`config.mk`:
```
export PLATFORM = sky130hd
export DESIGN_NAME = imem_loader
export DESIGN_NICKNAME = d
export VERILOG_FILES = /design/src/rtl/imem_loader.sv
export SDC_FILE = /design/constraint.sdc
export NUM_CORES = 1
export LEC_CHECK = 0
export CAP_MARGIN = 20
export CORE_MARGIN = 5
export CORE_UTILIZATION = 45
export CTS_BUF_LIST = sky130_fd_sc_hd__clkbuf_4 sky130_fd_sc_hd__clkbuf_8
export CTS_CLUSTER_DIAMETER = 120
export DETAILED_ROUTE_END_ITERATION = 10
export GPL_ROUTABILITY_DRIVEN = 0
export PLACE_DENSITY = 0.72
export SLEW_MARGIN = 20
export SYNTH_ARGS = -nofsm -noshare
export SYNTH_HDL_FRONTEND = slang
export SYNTH_SLANG_ARGS = --single-unit
```
`constraint.sdc`:
```
create_clock -name clk_i -period 4.9 [get_ports clk_i]
set_input_delay 0.98 -clock clk_i [delete_from_list [all_inputs] [get_ports clk_i]]
set_output_delay 0.98 -clock clk_i [all_outputs]
set_load 0.02 [all_outputs]
```
`src/rtl/imem_loader.sv`:
```
// imem_loader: boot-time instruction-memory programmer fed by a byte stream.
// Accepts a 4-byte little-endian word-count header, then N little-endian data words.
// Each word becomes a single write pulse. The core is held in reset until a load
// finishes cleanly. Define IMEM_LOADER_CSUM_EN to require an XOR trailer byte after the data.

module imem_loader #(
  parameter int REG_SIZE       = 32,
  parameter int MEM_SIZE_IN_KB = 1,
  parameter int NO_OF_REGS     = MEM_SIZE_IN_KB * 1024 / 4,
  parameter int BASE_ADDR      = 0
) (
  input  logic                clk_i,
  input  logic                rst_i,
  input  logic                start_i,
  input  logic [7:0]          rx_data_i,
  input  logic                rx_valid_i,
  output logic                rx_ready_o,
  output logic                we_o,
  output logic [REG_SIZE-1:0] waddr_o,
  output logic [REG_SIZE-1:0] wdata_o,
  output logic                core_rst_o,
  output logic                busy_o,
  output logic                done_o,
  output logic                err_o
);

  // The word index can reach NO_OF_REGS itself, so it needs one bit more than clog2.
  localparam int IDXW = $clog2(NO_OF_REGS) + 1;

  typedef enum logic [2:0] {
    S_IDLE,
    S_HDR,
    S_DATA,
    S_CSUM,
    S_FIN,
    S_ERR
  } state_t;

  state_t              state_q, state_d;
  logic [1:0]          cnt_q, cnt_d;
  logic [REG_SIZE-1:0] asm_q, asm_d;
  logic [IDXW-1:0]     n_q, n_d;
  logic [IDXW-1:0]     idx_q, idx_d;
  logic                we_q, we_d;
  logic [REG_SIZE-1:0] waddr_q, waddr_d;
  logic [REG_SIZE-1:0] wdata_q, wdata_d;
  logic                core_rst_q, core_rst_d;
  logic                done_q, done_d;
  logic                err_q, err_d;
`ifdef IMEM_LOADER_CSUM_EN
  logic [7:0]          csum_q, csum_d;
`endif

  logic                accept;
  logic [REG_SIZE-1:0] asm_next;
  logic [IDXW-1:0]     idx_inc;

  // The byte handshake only opens while a load is collecting header, data or trailer.
  assign rx_ready_o = (state_q == S_HDR) || (state_q == S_DATA) || (state_q == S_CSUM);
  assign busy_o     = rx_ready_o;
  assign accept     = rx_valid_i && rx_ready_o;
  // New bytes enter at the top so after four shifts the first byte sits in bits [7:0].
  assign asm_next   = {rx_data_i, asm_q[REG_SIZE-1:8]};
  assign idx_inc    = idx_q + 1'b1;

  assign we_o       = we_q;
  assign waddr_o    = waddr_q;
  assign wdata_o    = wdata_q;
  assign core_rst_o = core_rst_q;
  assign done_o     = done_q;
  assign err_o      = err_q;

  // State and datapath registers; reset aborts any load in flight, including a pending write.
  always_ff @(posedge clk_i or posedge rst_i) begin
    if (rst_i) begin
      state_q    <= S_IDLE;
      cnt_q      <= '0;
      asm_q      <= '0;
      n_q        <= '0;
      idx_q      <= '0;
      we_q       <= 1'b0;
      waddr_q    <= '0;
      wdata_q    <= '0;
      core_rst_q <= 1'b1;
      done_q     <= 1'b0;
      err_q      <= 1'b0;
`ifdef IMEM_LOADER_CSUM_EN
      csum_q     <= '0;
`endif
    end else begin
      state_q    <= state_d;
      cnt_q      <= cnt_d;
      asm_q      <= asm_d;
      n_q        <= n_d;
      idx_q      <= idx_d;
      we_q       <= we_d;
      waddr_q    <= waddr_d;
      wdata_q    <= wdata_d;
      core_rst_q <= core_rst_d;
      done_q     <= done_d;
      err_q      <= err_d;
`ifdef IMEM_LOADER_CSUM_EN
      csum_q     <= csum_d;
`endif
    end
  end

  // Next-state logic: header parse, word assembly, write issue and completion status.
  always_comb begin
    state_d    = state_q;
    cnt_d      = cnt_q;
    asm_d      = asm_q;
    n_d        = n_q;
    idx_d      = idx_q;
    we_d       = 1'b0;
    waddr_d    = waddr_q;
    wdata_d    = wdata_q;
    core_rst_d = core_rst_q;
    done_d     = done_q;
    err_d      = err_q;
`ifdef IMEM_LOADER_CSUM_EN
    csum_d     = csum_q;
`endif

    case (state_q)
      S_IDLE: begin
        if (start_i) begin
          state_d    = S_HDR;
          cnt_d      = '0;
          idx_d      = '0;
          done_d     = 1'b0;
          err_d      = 1'b0;
          core_rst_d = 1'b1;
`ifdef IMEM_LOADER_CSUM_EN
          csum_d     = '0;
`endif
        end
      end

      S_HDR: begin
        if (accept) begin
          asm_d = asm_next;
          cnt_d = cnt_q + 2'd1;
          if (cnt_q == 2'd3) begin
            if (asm_next == '0) begin
`ifdef IMEM_LOADER_CSUM_EN
              state_d = S_CSUM;
`else
              state_d = S_FIN;
`endif
            end else if (asm_next > REG_SIZE'(NO_OF_REGS)) begin
              // Oversize counts are rejected before any write reaches memory.
              state_d = S_ERR;
            end else begin
              n_d     = asm_next[IDXW-1:0];
              state_d = S_DATA;
            end
          end
        end
      end

      S_DATA: begin
        if (accept) begin
          asm_d = asm_next;
          cnt_d = cnt_q + 2'd1;
`ifdef IMEM_LOADER_CSUM_EN
          csum_d = csum_q ^ rx_data_i;
`endif
          if (cnt_q == 2'd3) begin
            we_d    = 1'b1;
            waddr_d = REG_SIZE'(BASE_ADDR)
                    + {{(REG_SIZE-IDXW-2){1'b0}}, idx_q, 2'b00};
            wdata_d = asm_next;
            idx_d   = idx_inc;
            if (idx_inc == n_q) begin
`ifdef IMEM_LOADER_CSUM_EN
              state_d = S_CSUM;
`else
              state_d = S_FIN;
`endif
            end
          end
        end
      end

`ifdef IMEM_LOADER_CSUM_EN
      S_CSUM: begin
        if (accept) begin
          state_d = (rx_data_i == csum_q) ? S_FIN : S_ERR;
        end
      end
`endif

      S_FIN: begin
        done_d     = 1'b1;
        core_rst_d = 1'b0;
        state_d    = S_IDLE;
      end

      S_ERR: begin
        // Words already written stay in memory, but the core is kept in reset.
        err_d      = 1'b1;
        core_rst_d = 1'b1;
        state_d    = S_IDLE;
      end

      default: state_d = S_IDLE;
    endcase
  end

endmodule

```
== Yosys cells after proc, flatten, opt, wreduce, memory -nomap -nowiden ==
Cells that the tools add are included.

* Bits of input ports: 12
* Register bits after elaboration: 100

* Equal/unequal tests: 14
* Bitwise operators: 2
* Muxes and demuxes: 24
* Reductions and logical operators: 20
* $add $sub $neg: 2
* $lt $le $gt $ge: 1

{| class="wikitable"
|+ Operators by type and width
! operator !! number
|-
| $gt A32 B9 Y1 const B || 1
|-
| $logic_not A32 Y1 || 1
|-
| $mux W9 || 3
|-
| $mux W3 || 8
|-
| $pmux W9 S2 || 1
|-
| $add A9 B1 Y9 const B || 1
|-
| $eq A9 B9 Y1 || 1
|-
| $pmux W3 S3 || 1
|-
| $ne A2 B1 Y1 const B || 4
|-
| $reduce_and A2 Y1 || 4
|-
| $reduce_bool A2 Y1 || 4
|-
| $eq A3 B2 Y1 const B || 2
|-
| $eq A3 B3 Y1 const B || 2
|-
| $ne A2 B2 Y1 const B || 3
|-
| $reduce_and A3 Y1 || 2
|-
| $reduce_and A6 Y1 || 1
|-
| $mux W1 || 5
|-
| $reduce_and A5 Y1 || 1
|-
| $mux W2 || 2
|-
| $pmux W1 S2 || 2
|-
| $pmux W2 S2 || 1
|-
| $reduce_and A4 Y1 || 1
|-
| $eq A3 B1 Y1 const B || 1
|-
| $logic_not A3 Y1 || 1
|-
| 8 further kinds || 10
|}

== Depth between registers and ports, before layout ==
Gate-level depths: netlist (run 1).

* Depth after elaboration: 6
* Gate-level depth with buffers: 9
* Mapped depth without buffers: 7

== Worst setup path before layout (run 1) ==
OpenSTA, ideal clock, no wires.

* Path kind: input to register
* Start: in rx_data_i[3]
* End: reg n_q[8]
* Data required time: 4.773 ns
* Path buffers: 0
* Setup slack: 2.429 ns
* Arrival: 2.344 ns
* Library setup time: 0.127 ns
* Stages on the path: 5
* Cells stage by stage: nor4_1 -> nand4_1 -> nor4_2 -> and3_1 -> mux2_1

* Longest elaborated chain between the ends: 3
* Elaborated cells on any way between the ends: 5
* Classes of those cells: order compare (1); bitwise (2); reduce/logical (2)

{| class="wikitable"
|+ RTL lines
! element !! RTL line !! text
|-
| start, declared || 15 || <nowiki>input logic [7:0] rx_data_i,</nowiki>
|-
| $gt A32 B9 Y1 or $logic_not A32 Y1 (tied branches) || 151, 145 ||
|-
| $not A1 Y1 (no line) || - ||
|-
| $reduce_and A5 Y1 (no line) (*) || - ||
|-
| end signal, assigned || 94 || <nowiki>n_q <= n_d;</nowiki>
|-
| end, declared || 42 || <nowiki>logic [IDXW-1:0] n_q, n_d;</nowiki>
|}

Mark *: on every way between the ends. The rest lies on a longest branch, timed or not.
A chain may end at the register's enable or synchronous reset.

== Final worst setup path (run 1) ==
* Start: in rx_valid_i
* End: reg idx_q[6]

* Longest elaborated chain between the ends: 3

{| class="wikitable"
|+ RTL lines
! element !! RTL line !! text
|-
| start, declared || 16 || <nowiki>input logic rx_valid_i,</nowiki>
|-
| $logic_and A1 B1 Y1 || 61 || <nowiki>assign accept = rx_valid_i && rx_ready_o;</nowiki>
|-
| $ne A2 B2 Y1 (no line) || - ||
|-
| $reduce_and A4 Y1 (no line) || - ||
|-
| end signal, assigned || 95 || <nowiki>idx_q <= idx_d;</nowiki>
|-
| end, declared || 43 || <nowiki>logic [IDXW-1:0] idx_q, idx_d;</nowiki>
|}

No other way between the ends.

==> parameters.txt, run 1 <==
Parameter                              Value

Synth
  Post-synthesis area per instance    10.08 um2
  Sequential cell area fraction in the yosys report    54.78%
  Top flip-flop cell by instance count after synthesis    sky130_fd_sc_hd__dfrtp_1
  Count of flip-flops with a built-in enable after synthesis    0
  Area of the mapped netlist    around 4200 um2
  Cell count after synthesis    417
  Post-synthesis async set-or-reset flop share    100.0%
  Distinct cells, synth    49
  Yosys warning count    0
  Post-synthesis register bit count    92

Timing
  Highest Clock Rate    335.5 MHz
  Setup repair after global routing missed its margin    false
  Pin slew with the least headroom to its limit    0.8293 ns
  Final worst-path cycle share    60.82%
  Worst hold margin    0.4807 ns
  Total of endpoints with negative setup slack in the final report    0
  Clock Skew    0.01220 ns
  Final worst path period need    2.980 ns
  Slew Viols, Final    0
  Relative slew slack    44.63%
  Count of final hold-check violations    0
  Summed negative setup slack over all endpoints    0 ns

Pwr
  Cell area power density    382.1 nW/um2
  Max VDD drop    0.1792 mV
  Cell leakage power    2.429 nW
  Design Power    between 0.0015 and 0.002 W

Clock network
  Clock insertion delay at the later pin of the skew report    0.36 ns
  Htree depth    3
  TritonCTS clock tree    done
  Hold buffer count at CTS    0
  Post-CTS Setup Inserts    0
  Inserted Clock Buffers    9
  Buffer depth of the longest clock path    2
  Count of clock tree sinks    92
  Post-cts gate resize count    0
  CTS root buf    sky130_fd_sc_hd__clkbuf_8
  CTS clock-pin slew for the worst setup and hold paths    0.09 ns

Setup path
  CP Capture Type    register
  Critical Path Max Stage Delay    0.62 ns
  Crit path DAT    3.21 ns
  Crit path buffers/inverters    2
  Required time worst endpoint    between 5 and 6 ns
  Cell at the slowest stage of the critical path    sky130_fd_sc_hd__inv_2
  Element type at the critical path start    input pin
  Crit path max fanout    50
  Top delay family on crit path    buffers and inverters
  Cell-by-cell listing of the critical path    clkdlybuf4s50_1 > nand2_1 > or3_1 > inv_2 > a21oi_1 > o21ai_1 > o41ai_1
  CP Class    input pin to register

Floorplan
  Die extent in y    between 100 and 150 um
  Number of primary I/O pins    82
  Standard cell core area    9196 um2
  DIE AREA    11380 um2
  Starting density of the core    45.73%
  Standard-cell rows    35
  Die X    106.7 um

Route
  Vias after detailed routing    between 2000 and 3000
  Routed wire length per instance    15.01 um
  Initial detailed-routing violation count    102
  Vias per inst    5.102
  Residual DRC    0
  Antenna-violating nets left    0
  Detailed Route WL    8721 um
  Detailed-routing iteration count for the pre-antenna-repair pass    4

Min path
  Hold WC Path Type    register to register

GRT
  Met1 routing resource usage after global routing    between 20% and 30%
  Global route hottest layer    met2
  Maximum number of pins on one net before global-route repair    between 50 and 60
  Via count of the first global-routing pass    approximately 3100
  Global-route wire length before repair    about 15000 um
  Gr usage total    ~16%
  Met2 Usage GRT    27.79%
  Global-route track usage on met3    under 10%
  Number of antenna violations at the first check in global routing    0
  Total overflow reported by the global router    0

Layout
  Ant. Diodes    0
  Relative area change from synthesis to final layout    17.88%
  Fraction of final layout cells with drive strength greater than 1    9.362%
  Total number of nets in the final design    approximately 480

Placement
  Dpl hpwl    approximately 6000 um
  Port bufs    58

Run
  Count of max-cap constraint violations    0

Status
  Result of the run    finished clean
-- metrics by stage --
step	worst slack, ns	cells	area, um2	util [%]
2_1_floorplan	1.530	439	4288	-
3_3_place_gp	1.631	565	4766	51.82
3_5_place_dp	1.544	565	4766	51.82
4_1_cts	1.914	581	4957	53.90
5_1_grt	1.721	581	4957	53.90
6_report	1.920	581	4957	53.90
-- per-layer routing --
metal  up-vias  share of wire (%)
li1       1442                  -
met1      1436                 45
met2        74                 49
met3        12                4.5
met4         0                1.2
met5         -                  0
-- placed cells by master (no fill, tap or decap), types with 2 or more instances in the layout --
master	instances
sky130_fd_sc_hd__xnor2_1	6
sky130_fd_sc_hd__mux2_2	8
sky130_fd_sc_hd__nand4_1	3
sky130_fd_sc_hd__nand3_1	4
sky130_fd_sc_hd__dfrtp_1	91
sky130_fd_sc_hd__o21ai_1	17
sky130_fd_sc_hd__a311oi_1	2
sky130_fd_sc_hd__nand2_1	134
sky130_fd_sc_hd__ha_1	2
sky130_fd_sc_hd__nor2b_1	3
sky130_fd_sc_hd__buf_4	4
sky130_fd_sc_hd__clkdlybuf4s50_1	58
sky130_fd_sc_hd__and3_1	8
sky130_fd_sc_hd__mux2_4	8
sky130_fd_sc_hd__clkbuf_8	10
sky130_fd_sc_hd__inv_6	3
sky130_fd_sc_hd__or4_1	3
sky130_fd_sc_hd__o2111ai_1	2
sky130_fd_sc_hd__mux2_1	17
sky130_fd_sc_hd__nor4_1	5
sky130_fd_sc_hd__a31oi_1	2
sky130_fd_sc_hd__nand2b_1	2
sky130_fd_sc_hd__nor2_1	13
sky130_fd_sc_hd__nor3_1	2
sky130_fd_sc_hd__conb_1	23
sky130_fd_sc_hd__a21oi_1	4
sky130_fd_sc_hd__xor2_1	6
sky130_fd_sc_hd__and2_1	2
sky130_fd_sc_hd__nand3b_1	3
-- registers in the layout, summed over array words and instances, names as in the netlist --
name,cells
wdata_o,32
core_rst_o,1
done_o,1
waddr_o,9
n_q,9
err_o,1
idx_q,9
state_q,3
we_o,1
asm_q,24
cnt_q,2
-- cell usage after synthesis (all sizes together) (2+ instances only) --
cell type	n	share of area, %
a21oi	4	0.48
a311oi	2	0.42
a31oi	2	0.30
and2	2	0.30
and3	8	1.2
buf	29	4.9
clkbuf	18	1.6
dfrtp	91	54
ha	2	0.59
inv	3	0.27
mux2	33	9.6
nand2	135	12
nand2b	2	0.30
nand3	5	0.89
nand3b	3	0.54
nand4	3	0.45
nor2	14	1.3
nor2b	3	0.45
nor3	2	0.24
nor4	6	1.0
o2111ai	2	0.42
o21ai	18	2.1
or4	3	0.54
xnor2	6	1.2
xor2	6	1.2
-- where the power goes --
group	leakage (nW)	internal, W	total (W)	switching, W
registers	1.22	0.000887	0.00103	0.000144
clock network	0.0958	0.000208	0.000495	0.000287
logic	1.11	0.000183	0.000368	0.000185
total	2.43	0.00128	0.00189	0.000616
-- worst reg2reg max path, delay by kind of cell, from the launching register on --
| kind | cells | cell delay, ns |
|---|---|---|
| compound gates | 3 | 0.63 |
| fa+ha+maj | 1 | 0.23 |
| buf+inv | 1 | 0.62 |
| flops | 1 | 0.38 |
| simple gates | 2 | 0.47 |
-- cell type report --
cell class | count | area (um2)
Timing Repair Buffer | 62 | 610.6
Multi-Input combinational cell | 297 | 1700
Clock inverter | 6 | 53.80
Clock buffer | 10 | 137.6
Inverter | 3 | 12.51
Sequential cell | 92 | 2303
Tap cell | 111 | 138.9
Fill cell | 852 | 4239
-- cells by family (layout without fill, tap and decap cells) --
logic type / count (synthesis) / count (layout) / synth area share, %
simple gates: 190 / 190 / 20.14
flops: 92 / 92 / 54.78
buf+inv: 50 / 81 / 6.754
compound gates: 37 / 37 / 5.594
mux: 33 / 33 / 9.551
xor+xnor: 12 / 12 / 2.499
fa+ha+maj: 2 / 2 / 0.5950
other cells: 1 / 23 / 0.08917
-- path summary, 6_finish.rpt --
check | startpoint | end | slack, ns | cells past startpoint
min reg2reg | wdata_o[0] | wdata_o[0] | 0.48 | 2
max in group asynchronous | rst_i | wdata_o[15] | 3.10 | 3
max reg2reg | cnt_q[0] | idx_q[6] | 2.46 | 7
min | wdata_o[0] | wdata_o[0] | 0.48 | 2
min in group asynchronous | rst_i | idx_q[1] | 0.94 | 2
max | rx_valid_i | idx_q[6] | 1.92 | 7
(Power assumes the default switching activity.)
==> inputs of run 2 (changes only) <==
- clock period: 4.9 -> 3 ns (I/O delays scaled with it)
==> parameters.txt, run 2 (synthesized netlist as in run 1, its figures left out) <==
Parameter                              Value

GRT
  Total overflow reported by the global router    0 (unchanged)
  Number of antenna violations at the first check in global routing    0 (unchanged)
  Via count of the first global-routing pass    3068 (was 3099)
  Gr usage total    16.18% (was 16.29%)
  Global-route wire length before repair    15040 um (was 14940 um)
  Maximum number of pins on one net before global-route repair    93 (was 52)

Clock network
  Post-CTS Setup Inserts    0 (unchanged)
  Post-cts gate resize count    0 (unchanged)
  Count of clock tree sinks    92 (unchanged)
  Htree depth    3 (unchanged)
  Clock insertion delay at the later pin of the skew report    0.36 ns (about the same)
  Hold buffer count at CTS    0 (unchanged)
  TritonCTS clock tree    done (unchanged)
  CTS clock-pin slew for the worst setup and hold paths    0.09 ns (about the same)
  CTS root buf    sky130_fd_sc_hd__clkbuf_8 (unchanged)
  Inserted Clock Buffers    9 (unchanged)
  Buffer depth of the longest clock path    2 (unchanged)

Timing
  Count of final hold-check violations    0 (unchanged)
  Slew Viols, Final    0 (unchanged)
  Final worst-path cycle share    80.36%
  Clock Skew    0.01298 ns (was 0.01220 ns)
  Relative slew slack    59.24% (was 44.63%)
  Total of endpoints with negative setup slack in the final report    0 (unchanged)
  Final worst path period need    2.411 ns
  Setup repair after global routing missed its margin    false (unchanged)
  Highest Clock Rate    414.8 MHz
  Pin slew with the least headroom to its limit    0.6113 ns (was 0.8293 ns)
  Summed negative setup slack over all endpoints    0 ns (unchanged)

Setup path
  Top delay family on crit path    simple AND/OR/NAND/NOR gates (was buffers and inverters)
  CP Class    input pin to register (unchanged)
  Crit path DAT    2.66 ns (was 3.21 ns)
  Element type at the critical path start    input pin (unchanged)
  Critical Path Max Stage Delay    0.49 ns (was 0.62 ns)
  Cell-by-cell listing of the critical path    clkdlybuf4s50_1 > nor4_1 > nand4_1 > nor4_2 > and3_1 > mux2_1 (was clkdlybuf4s50_1 > nand2_1 > or3_1 > inv_2 > a21oi_1 > o21ai_1 > o41ai_1)
  Crit path buffers/inverters    1 (was 2)
  Crit path max fanout    3 (was 50)
  Origin of the worst setup path    rx_data_i[3] (was rx_valid_i)
  Required time worst endpoint    3.25 ns (was 5.13 ns)
  Cell at the slowest stage of the critical path    sky130_fd_sc_hd__nor4_2 (was sky130_fd_sc_hd__inv_2)
  CP Capture Type    register (unchanged)
  Critical R2R Launch    idx_q[0] (was cnt_q[0])

Route
  Detailed-routing iteration count for the pre-antenna-repair pass    4 (unchanged)
  Antenna-violating nets left    0 (unchanged)
  Routed wire length per instance    15.04 um (was 15.01 um)
  Initial detailed-routing violation count    89 (was 102)
  Residual DRC    0 (unchanged)
  Vias per inst    5.198 (was 5.102)
  Detailed Route WL    8752 um (was 8721 um)
  Vias after detailed routing    3025 (was 2964)

Run
  Count of max-cap constraint violations    0 (unchanged)

Layout
  Number of flip-flops in the largest register    32 (unchanged)
  Most frequent cells in the layout    sky130_fd_sc_hd__nand2_1, sky130_fd_sc_hd__dfrtp_1, sky130_fd_sc_hd__clkdlybuf4s50_1 (unchanged)
  Total number of nets in the final design    480 (was 479)
  Filler instances    794 (was 852)
  Cell area after layout    5009 um2 (was 4957 um2)
  Relative area change from synthesis to final layout    19.10% (was 17.88%)
  Utilization of the core after routing    54.46% (was 53.90%)
  Fraction of final layout cells with drive strength greater than 1    9.554% (was 9.362%)
  Ant. Diodes    0 (unchanged)
  Most common library cell in the layout ignoring fill and taps    sky130_fd_sc_hd__nand2_1 (unchanged)

Floorplan
  Standard-cell rows    35 (unchanged)
  DIE AREA    11380 um2 (unchanged)
  Number of primary I/O pins    82 (unchanged)
  Die extent in y    106.7 um (unchanged)
  Die X    106.7 um (unchanged)
  Starting density of the core    45.73% (unchanged)
  Standard cell core area    9196 um2 (unchanged)

Pwr
  Share of total power consumed by net switching    31.61% (was 32.52%)
  Net Sw Power    0.001001 W (was 0.0006160 W)
  Internal Pwr Total    0.002166 W (was 0.001278 W)
  Max VDD drop    0.3954 mV (was 0.1792 mV)
  Cell area power density    632.3 nW/um2 (was 382.1 nW/um2)
  Portion of total power attributed to sequential cells    53.5% (was 54.4%)
  Power share of the combinational group    19.1% (was 19.4%)
  Cell leakage power    2.455 nW (was 2.429 nW)
  Portion of total power attributed to the clock network    27.5% (was 26.2%)

Placement
  Instance area after placement    4798 um2 (was 4766 um2)
  Dpl hpwl    6112 um (was 6046 um)
  Port bufs    58 (unchanged)

Min path
  Hold WC Path Type    register to register (unchanged)
  Hold Crit Start    waddr_o[8] (was wdata_o[0])

Status
  Result of the run    finished clean (unchanged)
run 2: changes by cell type in the layout (fill, tap and decap cells not counted), sizes merged:
cell,change
clkinv,+3
buf,+1
clkinvlp,-1
inv,-3
bufinv,+1
run 2: worst paths after layout:
check                              end  depth (start not counted)  slack (ns)
setup / recovery                n_q[8]                          6        0.59
hold / removal              waddr_o[8]                          2        0.47
setup reg to reg            state_q[2]                          6        0.75
hold reg to reg             waddr_o[8]                          2        0.47
max in group asynchronous   core_rst_o                          3        1.94
min in group asynchronous  wdata_o[29]                          3        0.65
run 2: area by class of cell:
type                    instances  area, um2  area share [%]
well taps                     111      138.9           2.773
repair buffers                 63      643.1           12.84
flip-flops and latches         92       2303           45.99
clock inverters                 6      72.57           1.449
multi-input cells             297       1700           33.95
clock buffers                  10      137.6           2.748
inverters                       3      12.51          0.2498
run 2: power groups by stage:
stage / logic (W) / registers, W / clock network (W)
global placement: 0.000593 / 0.00172 / 0
CTS: 0.000611 / 0.00170 / 0.000892
finish: 0.000604 / 0.00169 / 0.000869
floorplan: 0.000492 / 0.00162 / 0
detailed placement: 0.000607 / 0.00173 / 0
global route: 0.000674 / 0.00173 / 0.000946
run 2: worst min-delay path: stages, from the launching register on:
cell and delay, ns:
sky130_fd_sc_hd__dfrtp_1 0.35, sky130_fd_sc_hd__nand2_1 0.05, sky130_fd_sc_hd__nand2_1 0.05
run 2: per-stage QoR:
stage / hold slack (ns) / setup slack [ns] / total power (W) / std cells
after global placement: 0.4596 / 0.2786 / 0.002311 / 566
after CTS: 0.4832 / 0.5886 / 0.003203 / 582
after floorplan: 0.4543 / 0.009693 / 0.002115 / 439
final: 0.4742 / 0.5893 / 0.003167 / 582
after global routing: 0.5035 / 0.4309 / 0.003354 / 582
after detailed placement: 0.4620 / 0.2202 / 0.002333 / 566
run 2: metal layers:
layer	global-route usage (%)	share of wire, %	routed length [um]	up-vias
met3	4.275	6.8	596	11
met5	0	0	0	-
met2	26.39	48	4160	95
met1	21.21	44	3857	1485
li1	-	-	-	1434
met4	4.932	1.6	138	0
==> inputs of run 3 (changes only) <==
- PLACE_DENSITY: 0.72 -> 0.75
- clock period: 3 -> 2 ns (I/O delays scaled with it)
==> parameters.txt, run 3 (synthesized netlist as in run 1, its figures left out) <==
Parameter                              Value

Pwr
  Power share of the combinational group    27.5% (was 19.1%)
  Internal Pwr Total    0.003660 W (was 0.002166 W)
  Net Sw Power    0.001677 W (was 0.001001 W)
  Portion of total power attributed to the clock network    26.6% (was 27.5%)
  Design Power    0.005336 W (was 0.003167 W)
  Cell area power density    985.2 nW/um2 (was 632.3 nW/um2)
  Portion of total power attributed to sequential cells    46.0% (was 53.5%)
  Share of total power consumed by net switching    31.42% (was 31.61%)
  Cell leakage power    2.678 nW (was 2.455 nW)
  Max VDD drop    0.5617 mV (was 0.3954 mV)

Route
  Initial detailed-routing violation count    168 (was 89)
  Routed wire length per instance    15.53 um (was 15.04 um)
  Vias after detailed routing    3115 (was 3025)
  Vias per inst    5.016 (was 5.198)
  Antenna-violating nets left    0 (unchanged)
  Detailed Route WL    9644 um (was 8752 um)
  Detailed-routing iteration count for the pre-antenna-repair pass    4 (unchanged)
  Residual DRC    0 (unchanged)

GRT
  Total overflow reported by the global router    0 (unchanged)
  Gr usage total    17.31% (was 16.18%)
  Number of antenna violations at the first check in global routing    0 (unchanged)
  Global-route wire length before repair    15850 um (was 15040 um)
  Via count of the first global-routing pass    3161 (was 3068)
  Maximum number of pins on one net before global-route repair    93 (unchanged)

Setup path
  CP Class    register to register (was input pin to register)
  Crit path DAT    2.41 ns (was 2.66 ns)
  Element type at the critical path start    register (was input pin)
  Crit path max fanout    8 (was 3)
  Origin of the worst setup path    asm_q[19] (was rx_data_i[3])
  Critical R2R Launch    asm_q[19] (was idx_q[0])
  Required time worst endpoint    2.25 ns (was 3.25 ns)
  CP Capture Type    register (unchanged)

Layout
  Cell area after layout    5416 um2 (was 5009 um2)
  Number of flip-flops in the largest register    32 (unchanged)
  Relative area change from synthesis to final layout    28.80% (was 19.10%)
  Fraction of final layout cells with drive strength greater than 1    18.24% (was 9.554%)
  Multi-input gate area in the final layout    1765 um2 (was 1700 um2)
  Area occupied by registers    2305 um2 (was 2303 um2)
  Filler instances    748 (was 794)
  Ant. Diodes    0 (unchanged)
  Total number of nets in the final design    519 (was 480)
  Most common library cell in the layout ignoring fill and taps    sky130_fd_sc_hd__nand2_1 (unchanged)
  Most frequent cells in the layout    sky130_fd_sc_hd__nand2_1, sky130_fd_sc_hd__dfrtp_1, sky130_fd_sc_hd__clkdlybuf4s50_1 (unchanged)

Timing
  Total of endpoints with negative setup slack in the final report    9 (was 0)
  Count of final hold-check violations    0 (unchanged)
  Highest Clock Rate    around 460 MHz
  Pin slew with the least headroom to its limit    0.6854 ns (was 0.6113 ns)
  Clock Skew    0.009934 ns (was 0.01298 ns)
  Setup repair after global routing missed its margin    true (was false)
  Relative slew slack    54.31% (was 59.24%)
  Slew Viols, Final    0 (unchanged)
  Final worst path period need    approximately 2.2 ns
  Slack of the critical path    -0.1632 ns (was 0.5893 ns)
  Final worst-path cycle share    108.2%

Floorplan
  DIE AREA    11380 um2 (unchanged)
  Number of primary I/O pins    82 (unchanged)
  Standard cell core area    9196 um2 (unchanged)
  Starting density of the core    45.73% (unchanged)
  Die X    106.7 um (unchanged)
  Standard-cell rows    35 (unchanged)
  Die extent in y    106.7 um (unchanged)

Status
  Result of the run    finished with violations (was finished clean)
  Violated checks    negative setup slack

Clock network
  Hold buffer count at CTS    0 (unchanged)
  TritonCTS clock tree    done (unchanged)
  Inserted Clock Buffers    9 (unchanged)
  Count of clock tree sinks    92 (unchanged)
  CTS clock-pin slew for the worst setup and hold paths    0.10 ns (was 0.09 ns)
  Clock insertion delay at the later pin of the skew report    0.36 ns (about the same)
  Post-CTS Setup Inserts    0 (unchanged)
  CTS root buf    sky130_fd_sc_hd__clkbuf_8 (unchanged)
  Buffer depth of the longest clock path    2 (unchanged)
  Htree depth    3 (unchanged)

Placement
  Dpl hpwl    6652 um (was 6112 um)
  Port bufs    58 (unchanged)
  Instance area after placement    5127 um2 (was 4798 um2)

Min path
  Hold WC Path Type    input pin to register (was register to register)
  Hold Crit Start    rx_data_i[2] (was waddr_o[8])

Run
  Count of max-cap constraint violations    0 (unchanged)
-- run 3: final timing paths --
| kind | endpoint | slack (ns) | cells past startpoint |
|---|---|---|---|
| setup / recovery | n_q[7] | -0.16 | 5 |
| hold / removal | wdata_o[26] | 0.31 | 3 |
| setup reg to reg | n_q[7] | -0.16 | 5 |
| hold reg to reg | waddr_o[5] | 0.48 | 2 |
| max in group asynchronous | idx_q[5] | 1.08 | 3 |
| min in group asynchronous | wdata_o[30] | 0.48 | 3 |
-- run 3: worst max-delay path, cell delays in order, from the launching register on --
cell                      delay (ns)
sky130_fd_sc_hd__dfrtp_1        0.44
sky130_fd_sc_hd__nor4_4         0.34
sky130_fd_sc_hd__nand4_1        0.26
sky130_fd_sc_hd__nor4_4         0.43
sky130_fd_sc_hd__nand3_4        0.22
sky130_fd_sc_hd__mux2_4         0.35
-- run 3: cell type report --
type                       instances  share of cell area, %
clock inverter                     6                  1.802
tap                              111                  2.564
multi-input combinational        297                  32.59
inverter                           3                 0.2772
clock buffer                      10                  2.426
timing repair buffer             102                  17.79
sequential                        92                  42.55
-- run 3: through the flow --
| stage | utilization (%) | setup WS, ns | std cells | setup TNS (ns) | hold slack (ns) |
|---|---|---|---|---|---|
| after floorplan | - | 0.002165 | 439 | 0 | 0.4543 |
| final | 58.90 | -0.1632 | 621 | -1.327 | 0.3107 |
| after global routing | 58.90 | -0.2515 | 621 | -2.836 | 0.3247 |
| after CTS | 58.48 | -0.09328 | 621 | -0.7051 | 0.4864 |
| after detailed placement | 55.76 | -0.5685 | 605 | -7.334 | 0.4619 |
| after global placement | 55.76 | -0.5594 | 605 | -7.397 | 0.4587 |
-- run 3: power by group through the flow --
| stage | combinational [W] | sequential [W] | clock [W] |
|---|---|---|---|
| 2_1_floorplan | 0.000743 | 0.00243 | 0 |
| 3_3_place_gp | 0.00140 | 0.00243 | 0 |
| 3_5_place_dp | 0.00144 | 0.00244 | 0 |
| 4_1_cts | 0.00146 | 0.00243 | 0.00144 |
| 5_1_grt | 0.00158 | 0.00249 | 0.00153 |
| 6_report | 0.00147 | 0.00245 | 0.00142 |
-- run 3: layer usage --
metal	up-vias	GRT usage, %	routed length [um]	part of all wire, %
li1	1517	-	-	-
met1	1511	21.70	4151	43
met2	76	29.95	4995	52
met3	11	3.913	395	4.1
met4	0	5.114	102	1.1
met5	-	0	0	0
-- run 3: timing repair --
action	4_1_cts	5_1_grt
endpoints found under the setup margin	13	20
pin swaps	5	7
resized for setup	8	8
